File: config.mk
export PLATFORM = sky130hd
export DESIGN_NAME = risc_alu_flat
export DESIGN_NICKNAME = d
export VERILOG_FILES = /design/src/rtl/risc_alu_if.sv /design/src/rtl/risc_alu.sv /design/src/flat_wrapper.sv
export SDC_FILE = /design/constraint.sdc
export NUM_CORES = 1
export LEC_CHECK = 0
export CORE_ASPECT_RATIO = 0.6
export CORE_MARGIN = 3
export CORE_UTILIZATION = 38
export DETAILED_ROUTE_END_ITERATION = 6
export SLEW_MARGIN = 20
export SYNTH_ARGS = -nofsm -noshare
export SYNTH_HDL_FRONTEND = slang
export SYNTH_SLANG_ARGS = --single-unit
export TNS_END_PERCENT = 10
File: constraint.sdc
create_clock -name clk -period 7.3 [get_ports clk]
set_input_delay 1.46 -clock clk [delete_from_list [all_inputs] [get_ports clk]]
set_output_delay 1.46 -clock clk [all_outputs]
set_load 0.1 [all_outputs]
File: src/rtl/risc_alu_if.sv
// ALU operand/result bundle: the datapath drives the operands and select,
// the ALU returns the registered result and status flags.
interface risc_alu_if #(
  parameter int WIDTH = 32
);
  logic [3:0]       G_sel;
  logic [WIDTH-1:0] A;
  logic [WIDTH-1:0] B;
  logic [WIDTH-1:0] alu_out;
  logic             C;
  logic             V;
  logic             Z;
  logic             N;

  modport master (output G_sel, A, B, input alu_out, C, V, Z, N);
  modport slave  (input G_sel, A, B, output alu_out, C, V, Z, N);
endinterface

File: src/rtl/risc_alu.sv
// Registered 32-bit ALU / function unit: arithmetic, logic and single-bit
// shifts selected by G_sel. Result and C/V/Z/N flags appear one cycle later.
module risc_alu #(
  parameter int WIDTH = 32
) (
  input  logic       clk,
  input  logic       rst,
  risc_alu_if.slave  bus
);

  typedef struct packed {
    logic [WIDTH-1:0] f;
    logic             c;
    logic             v;
    logic             z;
    logic             n;
  } alu_rsp_t;

  alu_rsp_t         rsp_d, rsp_q;
  logic [WIDTH-1:0] y;
  logic             cin;
  logic [WIDTH:0]   sum;

  // Adder B-side mux: G_sel[2:1] picks Y, G_sel[0] is the carry in.
  always_comb begin
    y   = '0;
    cin = bus.G_sel[0];
    unique case (bus.G_sel[2:1])
      2'b00: y = '0;
      2'b01: y = bus.B;
      2'b10: y = ~bus.B;
      2'b11: y = '1;
      default: y = '0;
    endcase
    // One bit wider than the datapath so the top bit is the carry out.
    sum = {1'b0, bus.A} + {1'b0, y} + {{WIDTH{1'b0}}, cin};
  end

  // Function select; Z and N always follow whatever result is chosen.
  always_comb begin
    rsp_d = '0;
    if (!bus.G_sel[3]) begin
      rsp_d.f = sum[WIDTH-1:0];
      rsp_d.c = sum[WIDTH];
      rsp_d.v = (bus.A[WIDTH-1] == y[WIDTH-1]) &&
                (sum[WIDTH-1] != bus.A[WIDTH-1]);
    end else begin
      unique case (bus.G_sel[2:0])
        3'b000: rsp_d.f = bus.A & bus.B;
        3'b001: rsp_d.f = bus.A | bus.B;
        3'b010: rsp_d.f = bus.A ^ bus.B;
        3'b011: rsp_d.f = ~bus.A;
        3'b100: rsp_d.f = bus.B;
        3'b101: begin
          rsp_d.f = {1'b0, bus.B[WIDTH-1:1]};
          rsp_d.c = bus.B[0];
        end
        3'b110: begin
          rsp_d.f = {bus.B[WIDTH-2:0], 1'b0};
          rsp_d.c = bus.B[WIDTH-1];
        end
        3'b111: begin
          rsp_d.f = {bus.B[WIDTH-1], bus.B[WIDTH-1:1]};
          rsp_d.c = bus.B[0];
        end
        default: rsp_d.f = '0;
      endcase
    end
    rsp_d.z = (rsp_d.f == '0);
    rsp_d.n = rsp_d.f[WIDTH-1];
  end

  // Output register; reset clears everything, including Z.
  always_ff @(posedge clk) begin
    if (rst) rsp_q <= '0;
    else     rsp_q <= rsp_d;
  end

  assign bus.alu_out = rsp_q.f;
  assign bus.C       = rsp_q.c;
  assign bus.V       = rsp_q.v;
  assign bus.Z       = rsp_q.z;
  assign bus.N       = rsp_q.n;

endmodule

File: src/flat_wrapper.sv
// flat-port wrapper written by rule: the top's interface ports become plain ports
module risc_alu_flat 
#(
  parameter int WIDTH = 32
)
  (clk, rst, bus_G_sel, bus_A, bus_B, bus_alu_out, bus_C, bus_V, bus_Z, bus_N);
  risc_alu_if #(.WIDTH(WIDTH)) bus_i ();
  input  logic clk;
  input  logic rst;
  input wire logic [$bits(bus_i.G_sel)-1:0] bus_G_sel;
  input wire logic [$bits(bus_i.A)-1:0] bus_A;
  input wire logic [$bits(bus_i.B)-1:0] bus_B;
  output wire logic [$bits(bus_i.alu_out)-1:0] bus_alu_out;
  output wire logic [$bits(bus_i.C)-1:0] bus_C;
  output wire logic [$bits(bus_i.V)-1:0] bus_V;
  output wire logic [$bits(bus_i.Z)-1:0] bus_Z;
  output wire logic [$bits(bus_i.N)-1:0] bus_N;
  assign bus_i.G_sel = bus_G_sel;
  assign bus_i.A = bus_A;
  assign bus_i.B = bus_B;
  assign bus_alu_out = bus_i.alu_out;
  assign bus_C = bus_i.C;
  assign bus_V = bus_i.V;
  assign bus_Z = bus_i.Z;
  assign bus_N = bus_i.N;
  risc_alu #(.WIDTH(WIDTH)) u_core (.clk(clk), .rst(rst), .bus(bus_i));
endmodule
======== Word-level counts from Yosys, hierarchy flattened ========
Index checks and enable logic that the tools add are counted.
operators by class
  add/subtract/negate cells ............... 2
  eq/ne operators ......................... 12
  muxes and demuxes ....................... 4
  bitwise logic cells ..................... 5
  reductions and logical operators ........ 6
operators by type and width
  kind                  number
  $pmux W32 S8          1
  $pmux W32 S4          1
  $not A32 Y32          2
  $add A32 B32 Y33      1
  $add A33 B1 Y33       1
  $mux W33              1
  $and A32 B32 Y32      1
  $logic_not A32 Y1     1
  $or A32 B32 Y32       1
  $xor A32 B32 Y32      1
  $eq A3 B3 Y1 const B  4
  $eq A3 B2 Y1 const B  2
  $eq A2 B2 Y1 const B  2
  $reduce_or A2 Y1      2
  $eq A3 B1 Y1 const B  1
  $logic_not A3 Y1      1
  $eq A2 B1 Y1 const B  1
  $logic_not A2 Y1      1
  $pmux W1 S2           1
  $eq A1 B1 Y1          1
  $logic_and A1 B1 Y1   1
  $ne A1 B1 Y1          1
word-level totals
  register bits after elaboration ......... 36
  input bits .............................. 70
  output and inout bits ................... 36
  logic and storage cells ................. 34

======== Depth between registers and ports, before layout ========
Gate-level depths: netlist (run 1).
  depth after elaboration ................. 6
  mapped depth ............................ 22
  mapped depth without buffers ............ 16

======== Worst setup path after synthesis (run 1) ========
Ideal clock, no wire load.
  kind .................................... input to register
  from .................................... in bus_G_sel[1]
  to ...................................... reg u_core.rsp_q (netlist bit u_core.bus.Z)
  setup time .............................. 0.088 ns
  arrival ................................. 5.558 ns
  data required time ...................... 7.212 ns
  path slack .............................. 1.655 ns
  stages on the path ...................... 22
  buffers on the path ..................... 7
  path through ............................ buf_4 -> buf_4 -> buf_4 -> buf_4 -> buf_2 -> buf_1 -> clkbuf_1 -> a21oi_1 -> fa_1 -> inv_1 -> fa_1 -> a21o_1 -> a221oi_2 -> o21bai_1 -> xnor2_1 -> a22o_1 -> nand4_1 -> nor4b_2 -> nand4_1 -> nor4_1 -> nand4_1 -> nor4_2
between the ends
  longest elaborated chain between the ends .. 6
  elaborated cells between the ends (all ways) .. 18
  classes of those cells .................. 2 x add/sub; 10 x eq/ne; 3 x mux; 3 x reduce/logical
RTL lines
  element                                     line                RTL
  start, declared                             flat_wrapper.sv:10  input wire logic [$bits(bus_i.G_sel)-1:0] bus_G_sel;
  $eq A2 B2 Y1, or another cell as far along  risc_alu.sv:28      unique case (bus.G_sel[2:1])
  $pmux W32 S4                                risc_alu.sv:28
  $add A32 B32 Y33                            risc_alu.sv:36      sum = {1'b0, bus.A} + {1'b0, y} + {{WIDTH{1'b0}}, cin};
  $add A33 B1 Y33                             risc_alu.sv:36
  $mux W33 (*)                                risc_alu.sv:42      if (!bus.G_sel[3]) begin
  $logic_not A32 Y1 (*)                       risc_alu.sv:69      rsp_d.z = (rsp_d.f == '0);
  end signal, assigned                        risc_alu.sv:76      else rsp_q <= rsp_d;
  end, declared                               risc_alu.sv:19      alu_rsp_t rsp_d, rsp_q;
Mark *: on every way between the ends. The rest lies on a longest branch, timed or not.
A chain may end at the register's enable or synchronous reset.

======== Worst setup path in the final report (run 1) ========
  from .................................... in bus_B[0]
  to ...................................... reg u_core.rsp_q (netlist bit u_core.bus.Z)
between the ends
  longest elaborated chain between the ends .. 6
  elaborated cells between the ends (all ways) .. 10
  classes of those cells .................. 2 x add/sub; 3 x mux; 4 x bitwise; 1 x reduce/logical
RTL lines
  element                line                RTL
  start, declared        flat_wrapper.sv:12  input wire logic [$bits(bus_i.B)-1:0] bus_B;
  $not A32 Y32           risc_alu.sv:31      2'b10: y = ~bus.B;
  $pmux W32 S4           risc_alu.sv:28
  $add A32 B32 Y33       risc_alu.sv:36
  $add A33 B1 Y33        risc_alu.sv:36
  $mux W33 (*)           risc_alu.sv:42
  $logic_not A32 Y1 (*)  risc_alu.sv:69
Marks and branches as above.

==> flow_metrics.tcl, run 1 <==
set metrics [dict create \
    synth_edf_count 0 \
    cp_common_cell "nand4_1" \
    cp_slowest_cell "clkdlybuf4s50_1" \
    leakage_uw 0.00337 \
    num_rows 35 \
    synth_flop_cell "dfxtp_1" \
    clk_pin_slew_ps 60 \
    drcViolationCount 0 \
    tns_ps 0 \
    yosysUniqueCellTypes 65 \
    yosys_warnings 0 \
    gp_congestion 0.994 \
    numPortBuffers 105 \
    core-area_mm2 0.0156 \
    syn_inst 866 \
    syn_to_final_growth_pct 20.4 \
    grt_usage 0.233 \
    p_per_area_mw_per_mm2 159 \
    grt_max_degree 69 \
    die-area_mm2 0.0179 \
    ioPinCount 106 \
    routed_via_density 5.81 \
    crit_start "bus_B[0]" \
    critPathCaptureType "flip-flop" \
    finalNetCount 1095 \
    cts_buffers 5 \
    post-route-period-util 0.755 \
    setup_violations 0 \
    grt-ovfl-total 0 \
    whs_path_depth 3 \
    dp.final_hpwl_um 17100 \
    postCtsSetupRepairBufs 0 \
    grt_setup_unrepaired "no" \
    cp_cell_sequence "clkdlybuf4s50_1 -> nor2b_1 -> a21oi_1 -> fa_1 -> inv_1 -> fa_1 -> a21o_1 -> a221oi_2 -> o21bai_1 -> xnor2_1 -> a22o_1 -> nand4_1 -> nor4b_2 -> nand4_1 -> nor4_1 -> nand4_1 -> nor4_2" \
    cts_sinks 35 \
    crit_type "input pin to flip-flop" \
    peakVddDrop_uv 100 \
    async_reset_ff_frac 0 \
    hold_path_end "u_core.bus.alu_out[7]" \
    grt_pass1_wl_um 33300 \
    htreeDepth 2 \
    slew-limit-headroom 0.195 \
    hold_buffers 0 \
    dr.pass1.iters 5 \
    critical_path.max_stage_delay_ps 630 \
    final_hold_viol_count 0 \
    num_vias 6572 \
    yosysSeqAreaShare 0.113 \
    layout_commonest_cell "clkdlybuf4s50_1" \
    tightestPinTransition_ps 1180 \
    avgSynthCellArea_um2 7.14 \
    antenna_cells 0 \
    ctsRootBufferMaster "clkbuf_16" \
    drive_above_1_share 0.0431 \
    worst_hold_path_type "input pin to flip-flop" \
    cts_tree "yes" \
    crit_family "compound AO/OA/AOI/OAI gates" \
    die_x_um 171 \
    outcome "complete, no violations" \
    min_from "rst" \
    maxCapViolations 0 \
    die_h_um 105 \
    wirelength_um 21500 \
    initial_core_util 0.396 \
    finalMaxSlewViolations 0 \
    worstPathMaxFanout 6 \
    syn-cell-area_mm2 0.00618 \
    ant_nets 0 \
    synth_nets 1033 \
    final_cell_mix "102 x clkdlybuf4s50_1, 95 x ha_1, 86 x o21ai_0" \
    setup_ws_ps 1790 \
    cts_buffer_depth 2 \
    drtIter0Drc 804 \
    dp_slack_ps 1530 \
    fmax_mhz 181 \
    wl_per_cell_um 19.0 \
    arrival_ps 5700 \
    grt_pass1_vias 5697 \
    grt_antenna_before_repair 0 \
    start_kind "input pin" \
    critical_path_buf_inv_count 2 \
    ys_ff_latch 35 \
    layout_min_cycle_time_ps 5510 \
    crit_required_ps 7490 \
    ctsResizeCount 0 \
]
[area by class of cell]
| class | count | area [um^2] |
|---|---|---|
| clock inverters | 3 | 43.8 |
| well taps | 203 | 254 |
| flip-flops and latches | 35 | 701 |
| inverters | 80 | 300 |
| multi-input cells | 692 | 4920 |
| fillers | 1556 | 8190 |
| repair buffers | 114 | 1110 |
| clock buffers | 5 | 125 |
[routing by layer]
| metal | GRT usage | part of all wire |
|---|---|---|
| met1 | 0.395 | 0.52 |
| met4 | 0.0145 | 0.0025 |
| met5 | 0 | 0 |
| met2 | 0.260 | 0.33 |
| met3 | 0.100 | 0.15 |
[worst max path at each step]
stage | to | slack [ps] | depth (start not counted)
after floorplan | u_core.bus.Z | 1650 | 22
after global placement | u_core.bus.Z | 1610 | 17
after detailed placement | u_core.bus.Z | 1530 | 17
after CTS | u_core.bus.Z | 1800 | 17
after global routing | u_core.bus.Z | 1530 | 15
final | u_core.bus.Z | 1790 | 17
[metrics by stage]
| stage | power (uW) | utilization | cell area, um^2 | instances | hold WS [ps] |
|---|---|---|---|---|---|
| finish | 1180 | 0.476 | 7450 | 1132 | 2000 |
| floorplan | 732 | - | 6180 | 866 | 1720 |
| detailed placement | 938 | 0.465 | 7280 | 1124 | 2270 |
| global placement | 936 | 0.465 | 7280 | 1124 | 2290 |
| global route | 1250 | 0.476 | 7450 | 1132 | 2030 |
| CTS | 1170 | 0.476 | 7450 | 1132 | 2000 |
[synthesized netlist by cell type, types with 15 or more instances]
library cell	count	area (um^2)
inv_1	79	297
a21oi_1	54	270
nor2b_1	15	93.8
nand4_1	16	100
nand2_1	77	289
o21ai_0	86	430
mux2i_1	27	270
o22ai_1	16	100
ha_1	95	1190
buf_2	15	75.1
dfxtp_1	35	701
clkbuf_1	31	116
nor2_1	68	255
a21o_1	22	165
o211ai_1	18	135
xnor2_1	17	149
[sequential cells by signal (all words and copies together) (netlist names)]
register / count
u_core.bus.C: 1
u_core.bus.Z: 1
u_core.bus.alu_out: 32
u_core.bus.V: 1
[cell families (layout without fill, tap and decap cells)]
family                   Yosys count  in the layout  share of synthesized area
flip-flops                        35             35                      0.113
XOR/XNOR                          26             26                     0.0368
adder cells (fa/ha/maj)           97             97                      0.199
AO/OA/AOI/OAI                    302            302                      0.317
buffers and inverters            139            202                     0.0917
AND/OR/NAND/NOR                  231            231                      0.174
multiplexers                      36             36                     0.0692
[report_power, final]
| part | internal, uW | switching [uW] | total, uW | leakage, uW |
|---|---|---|---|---|
| clock | 161 | 73.9 | 234 | 0.0000838 |
| sequential | 213 | 5.53 | 219 | 0.000291 |
| combinational | 241 | 488 | 729 | 0.00299 |
Power figures use the tool's default switching activity.
==> run 2, diff against run 1 <==
==> constraint.sdc (replaced) <==
create_clock -name clk -period 5.4 [get_ports clk]
set_input_delay 1.08 -clock clk [delete_from_list [all_inputs] [get_ports clk]]
set_output_delay 1.08 -clock clk [all_outputs]
set_load 0.1 [all_outputs]
==> flow_metrics.tcl, run 2 (synthesized netlist as in run 1, its figures left out) <==
set metrics [dict create \
    setup_violations 0 \
    critical_path.max_stage_delay_ps 630 \
    ioPinCount 106 \
    htreeDepth 2 \
    drive_above_1_share 0.0572 \
    cts_buffer_depth 2 \
    worstSetupPathDepth 17 \
    die_x_um 171 \
    finalMaxSlewViolations 0 \
    grt_pass1_wl_um 34700 \
    ant_nets 0 \
    whs_ps 1570 \
    ctsResizeCount 0 \
    post-route-period-util 0.939 \
    antenna_cells 0 \
    wirelength_um 22400 \
    cp_slowest_cell "clkdlybuf4s50_1" \
    ctsRootBufferMaster "clkbuf_16" \
    start_kind "input pin" \
    tns_ps 0 \
    arrival_ps 5250 \
    hold_buffers 0 \
    postCtsSetupRepairBufs 0 \
    syn_to_final_growth_pct 21.8 \
    die_h_um 105 \
    fmax_mhz 197 \
    cp_common_cell "nand4_1" \
    routed_via_density 5.82 \
    final_cell_mix "102 x clkdlybuf4s50_1, 95 x ha_1, 86 x o21ai_0" \
    cts_tree "yes" \
    numPortBuffers 105 \
    layout_min_cycle_time_ps 5070 \
    grt-ovfl-total 0 \
    drtIter0Drc 753 \
    grt_max_degree 52 \
    largest_reg_flops 32 \
    crit_family "simple AND/OR/NAND/NOR gates" \
    dr.pass1.iters 6 \
    gp_congestion 0.950 \
    whs_path_depth 5 \
    min_from "bus_G_sel[0]" \
    maxCapViolations 0 \
    dp.final_hpwl_um 18100 \
    num_vias 6678 \
    final_hold_viol_count 0 \
    finalNetCount 1110 \
    peakVddDrop_uv 149 \
    p_per_area_mw_per_mm2 207 \
    core-area_mm2 0.0156 \
    critPathCaptureType "flip-flop" \
    slew-limit-headroom 0.246 \
    grt_setup_unrepaired "no" \
    clk_pin_slew_ps 50 \
    grt_usage 0.242 \
    cp_cell_sequence "clkdlybuf4s50_1 -> nor2b_1 -> a21oi_1 -> fa_1 -> inv_1 -> fa_1 -> a21o_1 -> a221oi_2 -> o21bai_1 -> xnor2_1 -> a22o_1 -> nand4_1 -> nor4b_2 -> nand4_1 -> nor4_1 -> nand4_1 -> nor4_2" \
    num_rows 35 \
    worstPathMaxFanout 6 \
    tightestPinTransition_ps 1100 \
    crit_type "input pin to flip-flop" \
    grt_pass1_vias 5932 \
    die-area_mm2 0.0179 \
    cts_sinks 35 \
    grt_antenna_before_repair 0 \
    outcome "complete, no violations" \
    leakage_uw 0.00342 \
    initial_core_util 0.396 \
    worst_hold_path_type "input pin to flip-flop" \
    hold_path_end "u_core.bus.alu_out[3]" \
    critical_path_buf_inv_count 2 \
    cts_buffers 5 \
    crit_required_ps 5580 \
    drcViolationCount 0 \
    layout_commonest_cell "clkdlybuf4s50_1" \
    crit_start "bus_B[0]" \
    wl_per_cell_um 19.5 \
]
## run 2: worst max-delay path by stage
| stage | end |
|---|---|
| floorplan | u_core.bus.Z |
| global placement | u_core.bus.Z |
| detailed placement | u_core.bus.Z |
| CTS | u_core.bus.Z |
| global route | u_core.bus.Z |
| finish | u_core.bus.Z |
## run 2: tightest hold or removal path, cell delays in order
cell       delay, ps
buf_2            100
buf_4            170
o21ai_0          100
a2bb2oi_1        230
nor2_1           120
## run 2: where the power goes
part	switching, uW	internal (uW)
combinational	663	336
sequential	8.13	289
clock	95.3	170
total	767	794
## run 2: metal layers
metal	vias to the layer above	global-route usage	routed length [um]
met4	0	0.0150	16
met5	-	0	0
met1	3103	0.409	11800
met3	2	0.0930	2870
met2	292	0.284	7670
li1	3281	-	-
## run 2: layout make-up
type                    count  area [um^2]
fillers                  1612         8100
multi-input cells         692         4920
repair buffers            129         1220
flip-flops and latches     35          701
inverters                  80          300
well taps                 203          254
clock buffers               6          129
clock inverters             2         12.5
## run 2: through the flow
| step | power (uW) | instance area [um^2] | setup WS [ps] | utilization | std cells |
|---|---|---|---|---|---|
| floorplan | 989 | 6180 | 135 | - | 866 |
| CTS | 1550 | 7530 | 383 | 0.482 | 1147 |
| finish | 1560 | 7530 | 330 | 0.482 | 1147 |
| detailed placement | 1280 | 7390 | 107 | 0.473 | 1139 |
| global placement | 1280 | 7390 | 187 | 0.473 | 1139 |
| global route | 1650 | 7530 | 34.1 | 0.482 | 1147 |
==> run 3, diff against run 2 <==
--- a/config.mk
+++ b/config.mk
@@ -8,7 +8,9 @@
 export CORE_ASPECT_RATIO = 0.6
 export CORE_MARGIN = 3
 export CORE_UTILIZATION = 38
+export CTS_CLUSTER_SIZE = 24
 export DETAILED_ROUTE_END_ITERATION = 6
+export GPL_ROUTABILITY_DRIVEN = 0
 export SLEW_MARGIN = 20
 export SYNTH_ARGS = -nofsm -noshare
 export SYNTH_HDL_FRONTEND = slang
==> flow_metrics.tcl, run 3 (synthesized netlist as in run 1, its figures left out) <==
set metrics [dict create \
    met2_length_um 7510 \
    finalNetCount 1107 \
    post-place-cells 1136 \
    peakVddDrop_uv 130 \
    die-area_mm2 0.0179 \
    die_x_um 171 \
    leakage_uw 0.00341 \
    initial_core_util 0.396 \
    worstPathMaxFanout 4 \
    fin_util 0.481 \
    wl_per_cell_um 19.1 \
    num_vias 6665 \
    final_cell_mix "102 x clkdlybuf4s50_1, 95 x ha_1, 86 x o21ai_0" \
    grt_max_degree 53 \
    wl_met1_um 11800 \
    ctsResizeCount 0 \
    routed_via_density 5.82 \
    layout_min_cycle_time_ps 4940 \
    grt_usage 0.240 \
    ff_latch_area_um2 701 \
    tns_ps 0 \
    wirelength_um 21900 \
    ctsRootBufferMaster "clkbuf_16" \
    htreeDepth 2 \
    worst_hold_path_type "input pin to flip-flop" \
    drive_above_1_share 0.0542 \
    cts_buffer_depth 2 \
    power_uw 1560 \
    fmax_mhz 203 \
    num_rows 35 \
    drcViolationCount 0 \
    grt_setup_unrepaired "no" \
    top_layer "met4" \
    slew-limit-headroom 0.339 \
    tightestPinTransition_ps 989 \
    whs_ps 1540 \
    grt_antenna_before_repair 1 \
    numPortBuffers 105 \
    cts_sinks 35 \
    setup_violations 0 \
    cts_tree "yes" \
    postCtsSetupRepairBufs 0 \
    fillers 1575 \
    critPathCaptureType "flip-flop" \
    ant_nets 0 \
    layout_commonest_cell "clkdlybuf4s50_1" \
    arrival_ps 5120 \
    cp_common_cell "nand4_1" \
    syn_to_final_growth_pct 21.5 \
    start_kind "input pin" \
    drtIter0Drc 711 \
    final_hold_viol_count 0 \
    dr.pass1.iters 5 \
    core-area_mm2 0.0156 \
    finalMaxSlewViolations 0 \
    p_per_area_mw_per_mm2 207 \
    cts_buffers 5 \
    grt_pass1_wl_um 34000 \
    critical_path.max_stage_delay_ps 560 \
    crit_type "input pin to flip-flop" \
    wl_met3_um 2460 \
    cp_slowest_cell "clkdlybuf4s50_1" \
    largest_reg_flops 32 \
    grt-ovfl-total 0 \
    clk_pin_slew_ps 50 \
    ioPinCount 106 \
    dp.final_hpwl_um 17500 \
    cp_cell_sequence "clkdlybuf4s50_1 -> nor2b_1 -> a21oi_1 -> fa_1 -> inv_1 -> fa_1 -> a21o_1 -> a221oi_2 -> o21bai_1 -> xnor2_1 -> a22o_1 -> nand4_1 -> nor4b_2 -> nand4_1 -> nor4_1 -> nand4_1 -> nor4_2" \
    crit_required_ps 5590 \
    final_cells 1145 \
    grt_pass1_vias 5878 \
    maxCapViolations 0 \
    outcome "complete, no violations" \
    multi_input_area_mm2 0.00492 \
    post-route-period-util 0.914 \
    die_h_um 105 \
    hold_buffers 0 \
]
run 3: cell types whose count changed in the layout (fill, tap and decap cells not counted), sizes merged:
cell,previous run,this run
buf,27,24
diode,0,1
run 3: metrics by stage:
step | setup slack [ps] | area, um^2
after floorplan | 135 | 6180
after global placement | 267 | 7370
after detailed placement | 203 | 7370
after CTS | 482 | 7510
after global routing | 254 | 7510
final | 462 | 7510
run 3: routing by layer:
| metal | vias to the layer above | GRT usage |
|---|---|---|
| met5 | - | 0 |
| met4 | 0 | 0.0289 |
| met1 | 3079 | 0.419 |
| met2 | 310 | 0.284 |
| met3 | 8 | 0.0548 |
| li1 | 3268 | - |
run 3: power breakdown:
group / total (uW) / switching (uW) / internal [uW] / leakage (uW)
Clock: 269 / 99.7 / 170 / 0.0000669
Combinational: 993 / 660 / 333 / 0.00305
Sequential: 296 / 7.62 / 288 / 0.000291
Total: 1560 / 767 / 791 / 0.00341
run 3: layout make-up:
class	count	share of cell area
multi-input combinational	692	0.655
timing repair buffer	126	0.159
sequential	35	0.0933
inverter	80	0.0400
tap	203	0.0338
clock buffer	6	0.0172
clock inverter	2	0.00167
antenna	1	0.000333
run 3: final timing paths:
kind / startpoint / end / cells after the start
min: bus_G_sel[0] / u_core.bus.alu_out[3] / 4
max: bus_B[0] / u_core.bus.Z / 17
run 3: critical path, delay by kind of cell:
kind / cells / cell delay [ps]
xor gates and xnor gates: 1 / 180
buffers and inverters: 2 / 630
adders and majority gates: 2 / 680
and+or+nand+nor: 7 / 1280
AOI/OAI and AO/OA: 5 / 1270
